<file path="config.mk">
export PLATFORM = sky130hd
export DESIGN_NAME = multicycle_ctrl
export DESIGN_NICKNAME = d
export VERILOG_FILES = /design/src/rtl/multicycle_ctrl.sv
export SDC_FILE = /design/constraint.sdc
export NUM_CORES = 1
export LEC_CHECK = 0
export BUFFER_PORTS_ARGS = -buffer_cell sky130_fd_sc_hd__buf_2
export CAP_MARGIN = 20
export CORE_MARGIN = 2
export CORE_UTILIZATION = 35
export DETAILED_ROUTE_END_ITERATION = 6
export GPL_TIMING_DRIVEN = 0
export HOLD_SLACK_MARGIN = 0.06
export PLACE_DENSITY_LB_ADDON = 0.05
export REMOVE_ABC_BUFFERS = 1
export SYNTH_ARGS = -nofsm -noshare
export SYNTH_HDL_FRONTEND = slang
export SYNTH_SLANG_ARGS = --single-unit
</file>
<file path="constraint.sdc">
create_clock -name clk -period 2.6 [get_ports clk]
set_input_delay 0.39 -clock clk [delete_from_list [all_inputs] [get_ports clk]]
set_output_delay 0.39 -clock clk [all_outputs]
set_load 0.01 [all_outputs]
</file>
<file path="src/rtl/multicycle_ctrl.sv">
// Multi-cycle MIPS control FSM: sequences a shared-memory datapath (IR, A/B, ALUOut, MDR)
// through fetch/decode/execute states, stalling memory accesses on mem_ready.
module multicycle_ctrl #(
   parameter logic [5:0] OP_RTYPE = 6'b000000,
   parameter logic [5:0] OP_ADDI  = 6'b001000,
   parameter logic [5:0] OP_LW    = 6'b100011,
   parameter logic [5:0] OP_SW    = 6'b101011,
   parameter logic [5:0] OP_BEQ   = 6'b000100,
   parameter logic [5:0] OP_J     = 6'b000010
) (
   input  logic       clk,
   input  logic       rst_n,
   input  logic [5:0] opcode,
   input  logic       mem_ready,
   output logic       pc_write,
   output logic       pc_write_cond,
   output logic [1:0] pc_src,
   output logic       iord,
   output logic       mem_read,
   output logic       mem_write,
   output logic       ir_write,
   output logic       reg_dst,
   output logic       mem_to_reg,
   output logic       reg_write,
   output logic       alu_src_a,
   output logic [1:0] alu_src_b,
   output logic [1:0] alu_op,
   output logic       retire,
   output logic       illegal_op,
   output logic [3:0] state
);

   typedef enum logic [3:0] {
      S_FETCH  = 4'd0,
      S_DECODE = 4'd1,
      S_MEMADR = 4'd2,
      S_MEMRD  = 4'd3,
      S_MEMWB  = 4'd4,
      S_MEMWR  = 4'd5,
      S_EXEC   = 4'd6,
      S_ALUWB  = 4'd7,
      S_BRANCH = 4'd8,
      S_ADDIEX = 4'd9,
      S_ADDIWB = 4'd10,
      S_JUMP   = 4'd11
   } state_t;

   state_t cur, nxt;

   // NOTE: state registers use non-blocking (<=) so every flop samples pre-edge values.
   always_ff @(posedge clk or negedge rst_n) begin
      if (!rst_n) cur <= S_FETCH;
      else        cur <= nxt;
   end

   assign state = cur;

   always_comb begin
      // NOTE: every output gets a default before the case, so no path can infer a latch.
      nxt           = cur;
      pc_write      = 1'b0;
      pc_write_cond = 1'b0;
      pc_src        = 2'b00;
      iord          = 1'b0;
      mem_read      = 1'b0;
      mem_write     = 1'b0;
      ir_write      = 1'b0;
      reg_dst       = 1'b0;
      mem_to_reg    = 1'b0;
      reg_write     = 1'b0;
      alu_src_a     = 1'b0;
      alu_src_b     = 2'b00;
      alu_op        = 2'b00;
      retire        = 1'b0;
      illegal_op    = 1'b0;

      case (cur)
         S_FETCH: begin
            mem_read  = 1'b1;
            alu_src_b = 2'b01;
            if (mem_ready) begin
               ir_write = 1'b1;
               pc_write = 1'b1;
               nxt      = S_DECODE;
            end
         end
         S_DECODE: begin
            // ALU precomputes PC + (imm << 2) into ALUOut for a possible branch.
            alu_src_b = 2'b11;
            case (opcode)
               OP_LW, OP_SW: nxt = S_MEMADR;
               OP_RTYPE:     nxt = S_EXEC;
               OP_BEQ:       nxt = S_BRANCH;
               OP_ADDI:      nxt = S_ADDIEX;
               OP_J:         nxt = S_JUMP;
               default: begin
                  nxt        = S_FETCH;
                  illegal_op = 1'b1;
               end
            endcase
         end
         S_MEMADR: begin
            alu_src_a = 1'b1;
            alu_src_b = 2'b10;
            nxt       = (opcode == OP_LW) ? S_MEMRD : S_MEMWR;
         end
         S_MEMRD: begin
            mem_read = 1'b1;
            iord     = 1'b1;
            if (mem_ready) nxt = S_MEMWB;
         end
         S_MEMWB: begin
            reg_write  = 1'b1;
            mem_to_reg = 1'b1;
            retire     = 1'b1;
            nxt        = S_FETCH;
         end
         S_MEMWR: begin
            mem_write = 1'b1;
            iord      = 1'b1;
            if (mem_ready) begin
               retire = 1'b1;
               nxt    = S_FETCH;
            end
         end
         S_EXEC: begin
            alu_src_a = 1'b1;
            alu_op    = 2'b10;
            nxt       = S_ALUWB;
         end
         S_ALUWB: begin
            reg_dst   = 1'b1;
            reg_write = 1'b1;
            retire    = 1'b1;
            nxt       = S_FETCH;
         end
         S_BRANCH: begin
            alu_src_a     = 1'b1;
            alu_op        = 2'b01;
            pc_write_cond = 1'b1;
            pc_src        = 2'b01;
            retire        = 1'b1;
            nxt           = S_FETCH;
         end
         S_ADDIEX: begin
            alu_src_a = 1'b1;
            alu_src_b = 2'b10;
            nxt       = S_ADDIWB;
         end
         S_ADDIWB: begin
            reg_write = 1'b1;
            retire    = 1'b1;
            nxt       = S_FETCH;
         end
         S_JUMP: begin
            pc_write = 1'b1;
            pc_src   = 2'b10;
            retire   = 1'b1;
            nxt      = S_FETCH;
         end
         default: nxt = S_FETCH;
      endcase

      // Reset silences the datapath immediately, including a stalled write.
      if (!rst_n) begin
         pc_write      = 1'b0;
         pc_write_cond = 1'b0;
         pc_src        = 2'b00;
         iord          = 1'b0;
         mem_read      = 1'b0;
         mem_write     = 1'b0;
         ir_write      = 1'b0;
         reg_dst       = 1'b0;
         mem_to_reg    = 1'b0;
         reg_write     = 1'b0;
         alu_src_a     = 1'b0;
         alu_src_b     = 2'b00;
         alu_op        = 2'b00;
         retire        = 1'b0;
         illegal_op    = 1'b0;
      end
   end

endmodule
</file>
==> summary.txt <==
overall routing resource usage -> 0.1819
Via density -> 5.458
WL final -> 1640 um
Wirelength per Cell -> 12.52 um
Setup Viol. Count Final -> 0
xor/xnor cell area share of the yosys netlist -> 0.04595
Post-synth top cells -> 17 x nor2_1, 6 x nand2_1, 6 x nor3_1
Worst-Skew Late Latency -> 0.23 ns
Sink Count -> 4
CP startpoint -> rst_n
pin count of the biggest net entering global routing -> 17
port buffer count -> 30
placed cell count -> 127
Max transition margin -> 0.6543
CTS Buf Count -> 3
adder-cell share of the synthesized area -> 0
Yosys warnings -> 0
antenna-violating nets left -> 0
Rows -> 14
most frequent CP cell -> buf_2
post-CTS sizing -> 0
drt drc -> 0
Max Slew Vio Count -> 0
Tmin final -> 2.111 ns
Async S/R FF share, synth -> 1.000
first-pass GRT wire length -> 2732 um
htree depth -> 1
DR pass1 iterations -> 4
Total Nets Final -> 126
Yosys cell types -> 33
setup TNS -> 0 ns
vias in the first global route -> 621
fill count -> 180
FF-to-FF Start -> state[1]
dpl hpwl -> 1270 um
Worst-path clk slew -> 0.04 ns
post-synthesis mux area share -> 0.03501
count leader, synth -> nor2_1
critical path type -> input port to output pin
Register Area -> 100.1 sq um
P per Cell Area -> 362.9 mW/mm^2
Die W -> 44.42 um
Die Area -> 0.001973 sq mm
area fraction in compound gates after synthesis -> 0.1947
multi-input logic area -> 434.2 sq um
Critical-path top delay cell -> dlygate4sd3_1
Die Ht -> 44.42 um
RSZ-0062 raised after global routing -> false
Cell Chain, Critical Path -> dlygate4sd3_1 > buf_2 > nand3_1 > nor2_1 > or2_2 > buf_2
grt total ovfl -> 0
area delta synth->final -> 30.85%
Gate Count Post-Synth -> 87
IO Pins -> 31
max cap viols -> 0
Clock Tree Root -> clkbuf_4
GPL Wtd Cong -> 0.8200
area leader, netlist -> dfrtp_1
core area -> 0.001524 sq mm
largest family of logic cells by synthesized area -> simple AND/OR/NAND/NOR gates
Synth Register Bits -> 4
Worst VDD drop -> 0.0001618 V
Syn Std Cell Area -> 571.8 sq um
syn avg cell area -> 6.572 sq um
Top FF cell, synth -> dfrtp_1
CTS tree -> yes
Leakage Power -> 0.3636 nW
crit-path max cell delay -> 0.53 ns
period utilization -> 0.8121
Post-synth EDFFs -> 0
via count -> 715
endpoint class of the critical path -> output pin
antenna violations before repair -> 0
share of cells above drive strength 1 -> 0.3304
final cell count without fillers -> 131
Worst Skew -> 0.001576 ns
hold path startpoint -> opcode[2]
sequential fraction of the synthesis area -> 0.1751
worst slew pin tran -> 0.5185 ns
Initial Util -> 0.3752
# diodes -> 0
status -> finished clean
Crit Path Max Fanout -> 12
area share of the largest cell type after synthesis -> 0.1751
clk buf depth -> 2
initial DRC count -> 9
Post-Synth Simple-Gate Area -> 0.4836
Fmax -> 473.6 MHz
Hold/Removal Path Class -> input port to flip-flop
Largest register FFs -> 4
Area contributors post-synth -> dfrtp_1 18%, nor2_1 11%, nand2b_1 5.5%
Final Hold Fails -> 0
crit path DAT -> 1.72 ns
CP startpoint kind -> input port
Worst EP required -> 2.21 ns
[logic make-up (layout without fill, tap and decap cells)]
group | Yosys count | in the layout
flops | 4 | 4
xor+xnor | 3 | 3
buf+inv | 9 | 37
simple gates | 52 | 52
mux | 2 | 2
compound gates | 17 | 17
[stage by stage]
stage / instance area (sq um) / power, mW / hold slack, ns / util / setup WS, ns
after detailed placement: 715.7 / 0.1956 / 0.2504 / 0.4696 / 0.6663
after global routing: 748.2 / 0.2924 / 0.5141 / 0.4910 / 0.4105
final: 748.2 / 0.2716 / 0.4808 / 0.4910 / 0.4885
after floorplan: 545.5 / 0.1485 / 0.09441 / - / 0.8876
after global placement: 715.7 / 0.1952 / 0.2501 / 0.4696 / 0.6740
after CTS: 748.2 / 0.2734 / 0.4783 / 0.4910 / 0.4713
[cell usage in the layout (no fill, tap or decap), types with 2 or more instances in the layout]
master	n
a21oi_1	4
xnor2_1	2
nand2b_1	5
nor3b_1	2
nor3_1	6
nand2_1	6
nor4_1	4
inv_1	3
nor2_1	17
buf_2	30
mux2i_1	2
dfrtp_1	4
or2_2	2
o21ai_0	5
nand3_1	2
clkbuf_4	3
[worst max-delay path, delay by kind of cell]
family / cells / cell delay, ns
buf+inv: 3 / 0.86
simple gates: 3 / 0.47
[worst paths after layout]
check / slack, ns / to / cells past startpoint
max: 0.49 / pc_write / 6
min: 0.48 / state[0] / 3
max reg2reg: 0.83 / state[0] / 4
min reg2reg: 0.68 / state[0] / 1
max in group asynchronous: 1.88 / state[3] / 2
min in group asynchronous: 0.54 / state[1] / 2
[power breakdown]
part | leakage (nW) | switching, mW | internal [mW]
Combinational | 0.296 | 0.0618 | 0.0471
Sequential | 0.0541 | 0.0200 | 0.0672
Clock | 0.0138 | 0.0240 | 0.0515
Total | 0.364 | 0.106 | 0.166
[final cells by class]
type                    count  area share
inverters                   3     0.01505
well taps                  16     0.02676
multi-input cells          74      0.5803
clock buffers               3     0.03010
repair buffers             31      0.2140
flip-flops and latches      4      0.1338
[per-layer routing]
| metal | vias up | global-route usage | share of wire |
|---|---|---|---|
| li1 | 371 | - | - |
| met1 | 321 | 0.2525 | 0.54 |
| met2 | 21 | 0.3000 | 0.42 |
| met3 | 2 | 0.01224 | 0.037 |
| met4 | 0 | 0.05455 | 0.0085 |
| met5 | - | 0 | 0 |
[timing repair]
action / CTS / global route
endpoints found under the hold margin: 4 / 0
setup buffers: 0 / 0
hold buffers: 1 / 0
Note: power is estimated with default switching activity, not from simulation.
